[src/rtl/snn_pkg.sv]
// Shared definitions for the spike decoding path: FSM encoding, default
// widths and a saturating increment helper.
package snn_pkg;

    localparam int CNT_W_DEF = 7;
    localparam int WIN_W_DEF = 8;
    localparam int ISI_W_DEF = 8;

    typedef enum logic {
        ST_IDLE = 1'b0,
        ST_RUN  = 1'b1
    } state_t;

    // Add inc to v, sticking at max instead of wrapping.
    function automatic logic [31:0] sat_inc(input logic [31:0] v,
                                            input logic        inc,
                                            input logic [31:0] max);
        if (inc && (v < max))
            return v + 32'd1;
        return v;
    endfunction

endpackage

[src/rtl/snn_sat_counter.sv]
// Up-counter that sticks at all-ones; clr wins over inc.
module snn_sat_counter
    import snn_pkg::*;
#(
    parameter int WIDTH = 8
) (
    input  logic             clk,
    input  logic             reset,
    input  logic             clr,
    input  logic             inc,
    output logic [WIDTH-1:0] value,
    output logic             at_max
);

    localparam logic [WIDTH-1:0] MAX = '1;

    assign at_max = (value == MAX);

    // Clear or saturating increment.
    always_ff @(posedge clk) begin
        if (reset || clr)
            value <= '0;
        else
            value <= WIDTH'(sat_inc(32'(value), inc, 32'(MAX)));
    end

endmodule

[src/rtl/spike_rate_decoder.sv]
// Counts spike rising edges over back-to-back windows of programmable
// length and measures the interval between consecutive rises.
module spike_rate_decoder
    import snn_pkg::*;
#(
    parameter int CNT_W = CNT_W_DEF,
    parameter int WIN_W = WIN_W_DEF,
    parameter int ISI_W = ISI_W_DEF
) (
    input  logic             clk,
    input  logic             reset,
    input  logic             enable,
    input  logic             spike_in,
    input  logic [WIN_W-1:0] window_len,
    output logic [CNT_W-1:0] rate_out,
    output logic             rate_valid,
    output logic             rate_sat,
    output logic [ISI_W-1:0] isi_out,
    output logic             isi_valid,
    output logic             busy
);

    localparam logic [CNT_W-1:0] CNT_MAX = '1;

    state_t           state, state_next;
    logic             spike_d;
    logic             rise;
    logic             run_act;
    logic             win_last;
    logic             armed;
    logic [WIN_W-1:0] win_cnt;
    logic [CNT_W-1:0] count, count_next;
    logic             count_at_max;
    logic [ISI_W-1:0] isi_cnt, isi_next;
    logic             isi_at_max;

    assign rise     = spike_in & ~spike_d;
    // Aborting (enable low in RUN) counts as not running for this cycle.
    assign run_act  = (state == ST_RUN) & enable;
    assign win_last = run_act & (win_cnt == '0);

    // Values the counters reach at this edge; published on window close / rise.
    assign count_next = count_at_max ? count : count + CNT_W'(rise);
    assign isi_next   = isi_at_max ? isi_cnt : isi_cnt + ISI_W'(1);

    // Rise count of the open window; cleared at window close and when not running.
    snn_sat_counter #(.WIDTH(CNT_W)) u_count (
        .clk    (clk),
        .reset  (reset),
        .clr    (~run_act | win_last),
        .inc    (rise),
        .value  (count),
        .at_max (count_at_max)
    );

    // Cycles since the last rise; restarts on every rise.
    snn_sat_counter #(.WIDTH(ISI_W)) u_isi (
        .clk    (clk),
        .reset  (reset),
        .clr    (~run_act | rise),
        .inc    (1'b1),
        .value  (isi_cnt),
        .at_max (isi_at_max)
    );

    // State register.
    always_ff @(posedge clk) begin
        if (reset)
            state <= ST_IDLE;
        else
            state <= state_next;
    end

    // Next-state logic.
    always_comb begin
        state_next = state;
        case (state)
            ST_IDLE: if (enable)  state_next = ST_RUN;
            ST_RUN:  if (!enable) state_next = ST_IDLE;
            default: state_next = ST_IDLE;
        endcase
    end

    // FSM outputs.
    always_comb begin
        busy = (state == ST_RUN);
    end

    // Edge-detect history, tracked in every state.
    always_ff @(posedge clk) begin
        if (reset)
            spike_d <= 1'b0;
        else
            spike_d <= spike_in;
    end

    // Window down-counter; window_len 0 wraps to 2**WIN_W-1, i.e. a full-range window.
    always_ff @(posedge clk) begin
        if (reset)
            win_cnt <= '0;
        else if (((state == ST_IDLE) && enable) || win_last)
            win_cnt <= window_len - WIN_W'(1);
        else if (run_act)
            win_cnt <= win_cnt - WIN_W'(1);
    end

    // ISI arming: first rise of a run only starts the measurement.
    always_ff @(posedge clk) begin
        if (reset || !run_act)
            armed <= 1'b0;
        else if (rise)
            armed <= 1'b1;
    end

    // Published results and their valid pulses.
    always_ff @(posedge clk) begin
        if (reset) begin
            rate_out   <= '0;
            rate_sat   <= 1'b0;
            rate_valid <= 1'b0;
            isi_out    <= '0;
            isi_valid  <= 1'b0;
        end else begin
            rate_valid <= win_last;
            if (win_last) begin
                rate_out <= count_next;
                rate_sat <= (count_next == CNT_MAX);
            end
            isi_valid <= run_act & rise & armed;
            if (run_act && rise && armed)
                isi_out <= isi_next;
        end
    end

endmodule
[config.mk]
export PLATFORM = sky130hd
export DESIGN_NAME = spike_rate_decoder
export DESIGN_NICKNAME = d
export VERILOG_FILES = /design/src/rtl/snn_pkg.sv /design/src/rtl/snn_sat_counter.sv /design/src/rtl/spike_rate_decoder.sv
export SDC_FILE = /design/constraint.sdc
export NUM_CORES = 1
export LEC_CHECK = 0
export BUFFER_PORTS_ARGS = -buffer_cell sky130_fd_sc_hd__buf_2
export CORE_UTILIZATION = 56
export DETAILED_ROUTE_END_ITERATION = 10
export GPL_ROUTABILITY_DRIVEN = 0
export GPL_TIMING_DRIVEN = 0
export PLACE_DENSITY = 0.85
export SLEW_MARGIN = 20
export SYNTH_ARGS = -nofsm -noshare
export SYNTH_HDL_FRONTEND = slang
export SYNTH_SLANG_ARGS = --single-unit
[constraint.sdc]
create_clock -name clk -period 3.9 [get_ports clk]
set_input_delay 0.585 -clock clk [delete_from_list [all_inputs] [get_ports clk]]
set_output_delay 0.585 -clock clk [all_outputs]
set_load 0.05 [all_outputs]
==> flow_results.xml, run 1 <==
<?xml version="1.0" encoding="UTF-8"?>
<metrics>
  <group name="run_status">
    <metric name="status" unit="">completed</metric>
  </group>
  <group name="timing">
    <metric name="worst_clock_skew" unit="ns">0.005076</metric>
    <metric name="max_freq" unit="MHz">327.6</metric>
    <metric name="final_worst_slack" unit="ns">0.8471</metric>
    <metric name="fin_tns_setup" unit="ns">0</metric>
    <metric name="rsz_0062_raised_after_global_routing" unit="">false</metric>
    <metric name="timing.final.setup_violations" unit="">0</metric>
    <metric name="finalHoldWorstSlack" unit="ns">0.4693</metric>
    <metric name="period_minus_slack" unit="ns">3.053</metric>
    <metric name="report.final.hold_viol_count" unit="">0</metric>
    <metric name="timing_worst_slew_pin_value" unit="ns">0.5963</metric>
    <metric name="timing_max_transition_violations_final" unit="">0</metric>
    <metric name="timing.final.crit_share" unit="%">78.28</metric>
    <metric name="max_slew_margin" unit="%">59.72</metric>
  </group>
  <group name="critical_path">
    <metric name="worst_setup_path_start_kind" unit="">flop</metric>
    <metric name="crit_path_arrival_time" unit="ns">3.26</metric>
    <metric name="regToRegEndpoint" unit="">win_cnt[6]</metric>
    <metric name="r2r_start" unit="">win_cnt[7]</metric>
    <metric name="class_of_the_most_critical_setup_path" unit="">flop to flop</metric>
    <metric name="setup_slack_of_the_most_critical_reg_to_reg_path" unit="ns">0.85</metric>
    <metric name="cp_max_fo" unit="">10</metric>
    <metric name="crit_required" unit="ns">4.11</metric>
    <metric name="cp-startpoint" unit="">win_cnt[7]</metric>
    <metric name="cp-endpoint" unit="">win_cnt[6]</metric>
    <metric name="setup.worst_path.end_class" unit="">flop</metric>
    <metric name="rr_worst_depth" unit="">12</metric>
  </group>
  <group name="floorplanning">
    <metric name="io-pin-count" unit="">31</metric>
    <metric name="initial_utilization" unit="%">59.53</metric>
    <metric name="die_height" unit="µm">64.85</metric>
    <metric name="die-width" unit="µm">64.85</metric>
    <metric name="core" unit="µm²">3716</metric>
    <metric name="dieArea" unit="µm²">4206</metric>
    <metric name="num_rows" unit="">22</metric>
  </group>
  <group name="worst_hold_path">
    <metric name="hold_wc_path_type" unit="">flop to flop</metric>
  </group>
  <group name="power_and_ir_drop">
    <metric name="total_power" unit="mW">0.9093</metric>
    <metric name="power.switching_fraction" unit="%">26.80</metric>
    <metric name="power_report.internal_total" unit="mW">0.6656</metric>
    <metric name="clockPowerShare" unit="%">31.5</metric>
    <metric name="sequentialPowerShare" unit="%">52.2</metric>
    <metric name="static-leakage-power" unit="nW">1.021</metric>
    <metric name="vdd_drop_max" unit="µV">244.6</metric>
    <metric name="power_switching" unit="mW">0.2437</metric>
    <metric name="pwr-share-comb" unit="%">16.3</metric>
    <metric name="power_per_cell_area" unit="nW/µm²">362.7</metric>
  </group>
  <group name="yosys">
    <metric name="synth_edf_count" unit="">0</metric>
    <metric name="synth_cell_type_count" unit="">49</metric>
    <metric name="synth_area_per_cell" unit="µm²">8.476</metric>
    <metric name="synthTopCellsByArea" unit="">sky130_fd_sc_hd__dfxtp_1 (40%), sky130_fd_sc_hd__nor2_1 (7.1%), sky130_fd_sc_hd__xor2_1 (3.6%)</metric>
    <metric name="synth_nets" unit="">278</metric>
    <metric name="synth_seq_cells" unit="">44</metric>
    <metric name="synth.yosys.warnings" unit="">0</metric>
    <metric name="post-synth-top-area-fraction" unit="%">39.82</metric>
    <metric name="syn-instance-count" unit="">261</metric>
    <metric name="postSynth.asyncResetShare" unit="%">0</metric>
    <metric name="dominant_register_cell_in_the_synthesized_netlist" unit="">sky130_fd_sc_hd__dfxtp_1</metric>
    <metric name="sequential_cell_area_fraction_in_the_yosys_report" unit="%">39.82</metric>
    <metric name="syn_area" unit="µm²">2212</metric>
    <metric name="synth_area_leader_cell" unit="">sky130_fd_sc_hd__dfxtp_1</metric>
  </group>
  <group name="route">
    <metric name="routed_via_density" unit="">5.714</metric>
    <metric name="postRouteAntennaNets" unit="">0</metric>
    <metric name="routedWlPerCell" unit="µm">14.05</metric>
    <metric name="dr.pass1.iters" unit="">4</metric>
    <metric name="post_detailed_routing_wire_length" unit="µm">4861</metric>
    <metric name="vias" unit="">1977</metric>
    <metric name="initialDrtViolationCount" unit="">132</metric>
    <metric name="drcViolationCount" unit="">0</metric>
  </group>
  <group name="clock_tree">
    <metric name="insertion_delay" unit="ns">0.30</metric>
    <metric name="post_cts.repair.setup_buffers" unit="">0</metric>
    <metric name="clock_sinks" unit="">44</metric>
    <metric name="cts-root-buf" unit="">sky130_fd_sc_hd__clkbuf_8</metric>
    <metric name="post_cts_resize_count" unit="">0</metric>
    <metric name="cts-buffers-inserted" unit="">5</metric>
    <metric name="ctsHoldBuffers" unit="">0</metric>
    <metric name="tritoncts" unit="">built</metric>
    <metric name="path_clk_slew" unit="ns">0.07</metric>
    <metric name="clock_tree.buffer_depth" unit="">2</metric>
    <metric name="htree_levels" unit="">2</metric>
  </group>
  <group name="placed_design">
    <metric name="portBuffers" unit="">29</metric>
    <metric name="postPlaceCellArea" unit="µm²">2417</metric>
    <metric name="place.detailed.instances" unit="">338</metric>
    <metric name="post-place-ws" unit="ns">0.6253</metric>
    <metric name="place_hpwl" unit="µm">3460</metric>
  </group>
  <group name="grt">
    <metric name="grt_pass1_wl" unit="µm">8452</metric>
    <metric name="initial_antenna_violation_count" unit="">0</metric>
    <metric name="gr-total-overflow" unit="">0</metric>
    <metric name="first_global_vias" unit="">1835</metric>
    <metric name="grtUsageTotal" unit="%">26.33</metric>
    <metric name="grt_start_max_net_pins" unit="">13</metric>
  </group>
  <group name="layout">
    <metric name="final_cell_count_no_fill" unit="">346</metric>
    <metric name="antenna_cells" unit="">0</metric>
    <metric name="register_area" unit="µm²">880.8</metric>
    <metric name="finalInstanceArea" unit="µm²">2507</metric>
    <metric name="finish.utilization" unit="%">67.47</metric>
    <metric name="multi_input_combinational_cell_area" unit="µm²">1244</metric>
    <metric name="post_route_cells_drive_above_1_share" unit="%">16.44</metric>
    <metric name="fillerInstances" unit="">323</metric>
    <metric name="area.growth.synth_to_final" unit="%">13.35</metric>
    <metric name="fin_nets" unit="">314</metric>
  </group>
  <group name="job">
    <metric name="timing.max_cap.violations" unit="">0</metric>
  </group>
</metrics>
[registers in the layout (all words and copies together), names as in the netlist, 7 cells and up]
name / flops
isi_out: 8
u_isi.value: 8
win_cnt: 8
rate_out: 7
u_count.value: 7
[power by group through the flow]
| stage | Combinational (mW) | Clock (mW) | Sequential, mW |
|---|---|---|---|
| 3_5_place_dp | 0.144 | 0 | 0.485 |
| 3_3_place_gp | 0.143 | 0 | 0.484 |
| 6_report | 0.148 | 0.287 | 0.475 |
| 2_1_floorplan | 0.105 | 0 | 0.492 |
| 4_1_cts | 0.146 | 0.294 | 0.474 |
| 5_1_grt | 0.162 | 0.317 | 0.477 |
[cells in the mapped netlist (3+ instances only)]
library cell               number
sky130_fd_sc_hd__inv_1          5
sky130_fd_sc_hd__xor2_1         9
sky130_fd_sc_hd__nand4_1        9
sky130_fd_sc_hd__nand2b_1       4
sky130_fd_sc_hd__a211oi_1       7
sky130_fd_sc_hd__nand2_1       20
sky130_fd_sc_hd__mux2i_1        5
sky130_fd_sc_hd__ha_1           5
sky130_fd_sc_hd__xnor2_1        6
sky130_fd_sc_hd__nor2_1        42
sky130_fd_sc_hd__clkbuf_1      10
sky130_fd_sc_hd__a31oi_1        3
sky130_fd_sc_hd__and2_1         3
sky130_fd_sc_hd__nor3_1         9
sky130_fd_sc_hd__a21oi_1       15
sky130_fd_sc_hd__nand3_1        8
sky130_fd_sc_hd__o21ai_0       14
sky130_fd_sc_hd__dfxtp_1       44
sky130_fd_sc_hd__and3_1         7
[layout make-up]
type                    count  share of cell area [%]
plain buffers              13                   2.595
clock buffers               8                   3.593
inverters                   6                  0.8982
multi-input cells         198                   49.60
flip-flops and latches     44                   35.13
well taps                  48                   2.395
repair buffers             29                   5.788
[how the worst min path moves through the flow]
| stage | start | end | slack, ns | cells past startpoint |
|---|---|---|---|---|
| after global routing | win_cnt[3] | win_cnt[3] | 0.50 | 2 |
| after global placement | win_cnt[3] | win_cnt[3] | 0.45 | 2 |
| final | win_cnt[3] | win_cnt[3] | 0.47 | 2 |
| after detailed placement | win_cnt[3] | win_cnt[3] | 0.46 | 2 |
| after floorplan | win_cnt[3] | win_cnt[3] | 0.44 | 2 |
| after CTS | win_cnt[3] | win_cnt[3] | 0.47 | 2 |
[logic make-up after synthesis]
group | Yosys count | share of synthesized area [%]
compound gates | 57 | 18.44
xor+xnor | 15 | 5.939
fa+ha+maj | 5 | 2.828
buf+inv | 19 | 3.959
flops | 44 | 39.82
mux | 7 | 3.790
simple gates | 114 | 25.23
[layer usage]
layer / vias to the layer above / track usage, % / part of all wire, %
li1: 1009 / - / -
met1: 908 / 34.57 / 47
met2: 53 / 41.54 / 47
met3: 7 / 7.570 / 4.9
met4: 0 / 7.778 / 1.3
met5: - / 0 / 0
[worst max-delay path: stages (launching register included)]
cell                       delay (ns)
sky130_fd_sc_hd__dfxtp_1         0.34
sky130_fd_sc_hd__or4_4           0.58
sky130_fd_sc_hd__o41ai_4         0.37
sky130_fd_sc_hd__buf_6           0.19
sky130_fd_sc_hd__nand2_1         0.07
sky130_fd_sc_hd__mux2i_1         0.17
sky130_fd_sc_hd__ha_1            0.20
sky130_fd_sc_hd__inv_1           0.08
sky130_fd_sc_hd__a221o_1         0.29
sky130_fd_sc_hd__o21ai_0         0.13
sky130_fd_sc_hd__nand3_1         0.13
sky130_fd_sc_hd__xor2_1          0.20
sky130_fd_sc_hd__a211oi_1        0.23
[layout by cell type, fill, tap and decap left out, types with 7 or more instances in the layout]
cell / count
sky130_fd_sc_hd__o21ai_0: 14
sky130_fd_sc_hd__a211oi_1: 7
sky130_fd_sc_hd__buf_2: 30
sky130_fd_sc_hd__nand3_1: 8
sky130_fd_sc_hd__dfxtp_1: 44
sky130_fd_sc_hd__nor2_1: 42
sky130_fd_sc_hd__clkbuf_1: 12
sky130_fd_sc_hd__nor3_1: 9
sky130_fd_sc_hd__xor2_1: 9
sky130_fd_sc_hd__a21oi_1: 15
sky130_fd_sc_hd__nand2_1: 20
sky130_fd_sc_hd__and3_1: 7
sky130_fd_sc_hd__nand4_1: 9
Power figures use the tool's default switching activity.
==> run 2, diff against run 1 <==
Clock period 3.9 ns to 2.9 ns, I/O delays scaled along.
==> run 2 against run 1 <==
Setup slack got worse by 0.78 ns. Largest power group unchanged. Final area increased by 2.3%. Via count increased by 2.0%. Critical endpoint unchanged.
==> flow_results.xml, run 2 (synthesis gave the netlist of run 1 again) <==
<?xml version="1.0" encoding="UTF-8"?>
<metrics>
  <group name="critical_path">
    <metric name="crit_path_arrival_time" unit="ns">3.04</metric>
    <metric name="crit_required" unit="ns">3.11</metric>
    <metric name="regToRegEndpoint" unit="">win_cnt[6]</metric>
    <metric name="setup.worst_path.end_class" unit="">flop</metric>
    <metric name="r2r_start" unit="">win_cnt[6]</metric>
    <metric name="class_of_the_most_critical_setup_path" unit="">flop to flop</metric>
    <metric name="cp_max_fo" unit="">4</metric>
    <metric name="rr_worst_depth" unit="">12</metric>
    <metric name="worst_setup_path_start_kind" unit="">flop</metric>
    <metric name="setup_slack_of_the_most_critical_reg_to_reg_path" unit="ns">0.06</metric>
  </group>
  <group name="grt">
    <metric name="first_global_vias" unit="">1872</metric>
    <metric name="grt_pass1_wl" unit="µm">8542</metric>
    <metric name="gr-total-overflow" unit="">0</metric>
    <metric name="grt_start_max_net_pins" unit="">13</metric>
    <metric name="grtUsageTotal" unit="%">26.67</metric>
    <metric name="initial_antenna_violation_count" unit="">0</metric>
  </group>
  <group name="route">
    <metric name="routedWlPerCell" unit="µm">14.09</metric>
    <metric name="routed_via_density" unit="">5.727</metric>
    <metric name="drcViolationCount" unit="">0</metric>
    <metric name="post_detailed_routing_wire_length" unit="µm">4958</metric>
    <metric name="initialDrtViolationCount" unit="">142</metric>
    <metric name="postRouteAntennaNets" unit="">0</metric>
    <metric name="dr.pass1.iters" unit="">4</metric>
    <metric name="vias" unit="">2016</metric>
  </group>
  <group name="timing">
    <metric name="report.final.hold_viol_count" unit="">0</metric>
    <metric name="max_freq" unit="MHz">352.6</metric>
    <metric name="timing_worst_slew_pin_value" unit="ns">0.5854</metric>
    <metric name="rsz_0062_raised_after_global_routing" unit="">true</metric>
    <metric name="period_minus_slack" unit="ns">2.836</metric>
    <metric name="timing.final.crit_share" unit="%">97.79</metric>
    <metric name="timing.final.setup_violations" unit="">0</metric>
    <metric name="timing_max_transition_violations_final" unit="">0</metric>
    <metric name="worst_clock_skew" unit="ns">0.004089</metric>
    <metric name="final_worst_slack" unit="ns">0.06413</metric>
    <metric name="max_slew_margin" unit="%">60.46</metric>
  </group>
  <group name="layout">
    <metric name="register_area" unit="µm²">882.1</metric>
    <metric name="layout.cells.most_common" unit="">sky130_fd_sc_hd__dfxtp_1</metric>
    <metric name="final_cell_count_no_fill" unit="">352</metric>
    <metric name="largestRegisters" unit="">isi_out: 8 flops, u_isi.value: 8 flops, win_cnt: 8 flops</metric>
    <metric name="most-common-layout-cells" unit="">sky130_fd_sc_hd__dfxtp_1 (43), sky130_fd_sc_hd__nor2_1 (41), sky130_fd_sc_hd__buf_2 (30)</metric>
    <metric name="finalInstanceArea" unit="µm²">2566</metric>
    <metric name="antenna_cells" unit="">0</metric>
    <metric name="post_route_cells_drive_above_1_share" unit="%">20.39</metric>
    <metric name="fillerInstances" unit="">317</metric>
    <metric name="fin_nets" unit="">320</metric>
    <metric name="multi_input_combinational_cell_area" unit="µm²">1255</metric>
    <metric name="area.growth.synth_to_final" unit="%">16.01</metric>
  </group>
  <group name="placed_design">
    <metric name="portBuffers" unit="">29</metric>
    <metric name="postPlaceCellArea" unit="µm²">2417</metric>
    <metric name="place.detailed.instances" unit="">338</metric>
    <metric name="place_hpwl" unit="µm">3460</metric>
    <metric name="post-place-ws" unit="ns">-0.2247</metric>
  </group>
  <group name="worst_hold_path">
    <metric name="hold_wc_path_type" unit="">input pin to flop</metric>
    <metric name="whs_path_depth" unit="">2</metric>
    <metric name="min_delay_worst_endpoint" unit="">spike_d</metric>
    <metric name="worst_hold_startpoint" unit="">spike_in</metric>
  </group>
  <group name="clock_tree">
    <metric name="clock_tree.buffer_depth" unit="">2</metric>
    <metric name="cts-root-buf" unit="">sky130_fd_sc_hd__clkbuf_8</metric>
    <metric name="path_clk_slew" unit="ns">0.07</metric>
    <metric name="htree_levels" unit="">2</metric>
    <metric name="cts-buffers-inserted" unit="">5</metric>
    <metric name="insertion_delay" unit="ns">0.30</metric>
    <metric name="tritoncts" unit="">built</metric>
    <metric name="ctsHoldBuffers" unit="">0</metric>
    <metric name="clock_sinks" unit="">44</metric>
  </group>
  <group name="floorplanning">
    <metric name="die_height" unit="µm">64.85</metric>
    <metric name="core" unit="µm²">3716</metric>
    <metric name="die-width" unit="µm">64.85</metric>
    <metric name="dieArea" unit="µm²">4206</metric>
    <metric name="io-pin-count" unit="">31</metric>
    <metric name="num_rows" unit="">22</metric>
    <metric name="initial_utilization" unit="%">59.53</metric>
  </group>
  <group name="power_and_ir_drop">
    <metric name="power_switching" unit="mW">0.3371</metric>
    <metric name="static-leakage-power" unit="nW">1.052</metric>
    <metric name="power_per_cell_area" unit="nW/µm²">485.9</metric>
    <metric name="vdd_drop_max" unit="µV">330.9</metric>
    <metric name="pwr-share-comb" unit="%">17.6</metric>
    <metric name="power_report.internal_total" unit="mW">0.9098</metric>
    <metric name="clockPowerShare" unit="%">31.1</metric>
    <metric name="power.switching_fraction" unit="%">27.04</metric>
    <metric name="sequentialPowerShare" unit="%">51.2</metric>
  </group>
  <group name="job">
    <metric name="timing.max_cap.violations" unit="">0</metric>
  </group>
  <group name="run_status">
    <metric name="status" unit="">completed</metric>
  </group>
</metrics>
==> run 2: metrics by stage <==
| step | setup TNS [ns] | hold slack [ns] | total power, mW | util (%) |
|---|---|---|---|---|
| 3_5_place_dp | -0.2680 | 0.4617 | 0.8464 | 65.05 |
| 2_1_floorplan | 0 | 0.4402 | 0.8022 | - |
| 5_1_grt | -0.1086 | 0.3721 | 1.308 | 69.06 |
| 4_1_cts | 0 | 0.3697 | 1.234 | 67.88 |
| 3_3_place_gp | -0.2058 | 0.4525 | 0.8434 | 65.05 |
| 6_report | 0 | 0.3680 | 1.247 | 69.06 |
==> run 2: area by class of cell <==
type	instances	share of cell area [%]
Clock buffer	8	3.510
Buffer	13	2.584
Timing Repair Buffer	35	7.411
Sequential cell	44	34.37
Tap cell	48	2.340
Multi-Input combinational cell	198	48.90
Inverter	6	0.8776
==> run 2: routing by layer <==
| metal | global-route usage [%] | routed length [µm] | up-vias |
|---|---|---|---|
| li1 | - | - | 1018 |
| met4 | 9.167 | 87 | 0 |
| met3 | 7.570 | 208 | 11 |
| met2 | 41.67 | 2334 | 47 |
| met1 | 34.90 | 2328 | 940 |
| met5 | 0 | 0 | - |
==> run 2: critical path, cell delays in order, from the launching register on <==
cell and delay, ns:
sky130_fd_sc_hd__dfxtp_2 0.33, sky130_fd_sc_hd__or4_4 0.57, sky130_fd_sc_hd__o41ai_4 0.35, sky130_fd_sc_hd__buf_6 0.15, sky130_fd_sc_hd__nand2_2 0.05, sky130_fd_sc_hd__mux2i_1 0.16
sky130_fd_sc_hd__ha_2 0.22, sky130_fd_sc_hd__inv_2 0.05, sky130_fd_sc_hd__a221o_1 0.31, sky130_fd_sc_hd__o21ai_2 0.08, sky130_fd_sc_hd__nand3_1 0.10, sky130_fd_sc_hd__xor2_1 0.18
sky130_fd_sc_hd__a211oi_1 0.20
==> run 2: worst max-delay path by stage <==
stage,end,cells past startpoint,start,slack [ns]
global route,win_cnt[6],12,win_cnt[6],-0.08
CTS,win_cnt[6],12,win_cnt[7],0.03
global placement,win_cnt[6],12,enable,-0.21
finish,win_cnt[6],12,win_cnt[6],0.06
detailed placement,win_cnt[6],12,enable,-0.22
floorplan,win_cnt[6],12,win_cnt[7],0.14
==> run 2: what timing repair did <==
item	CTS	global route
gates resized for setup	0	10
setup buffers	2	4
setup endpoints to repair	1	2
pin swaps	1	4
==> run 2: power groups by stage <==
stage	clock network [mW]	logic (mW)	registers (mW)
CTS	0.395	0.200	0.638
global placement	0	0.192	0.651
floorplan	0	0.141	0.661
finish	0.388	0.220	0.639
detailed placement	0	0.194	0.652
global route	0.426	0.240	0.642
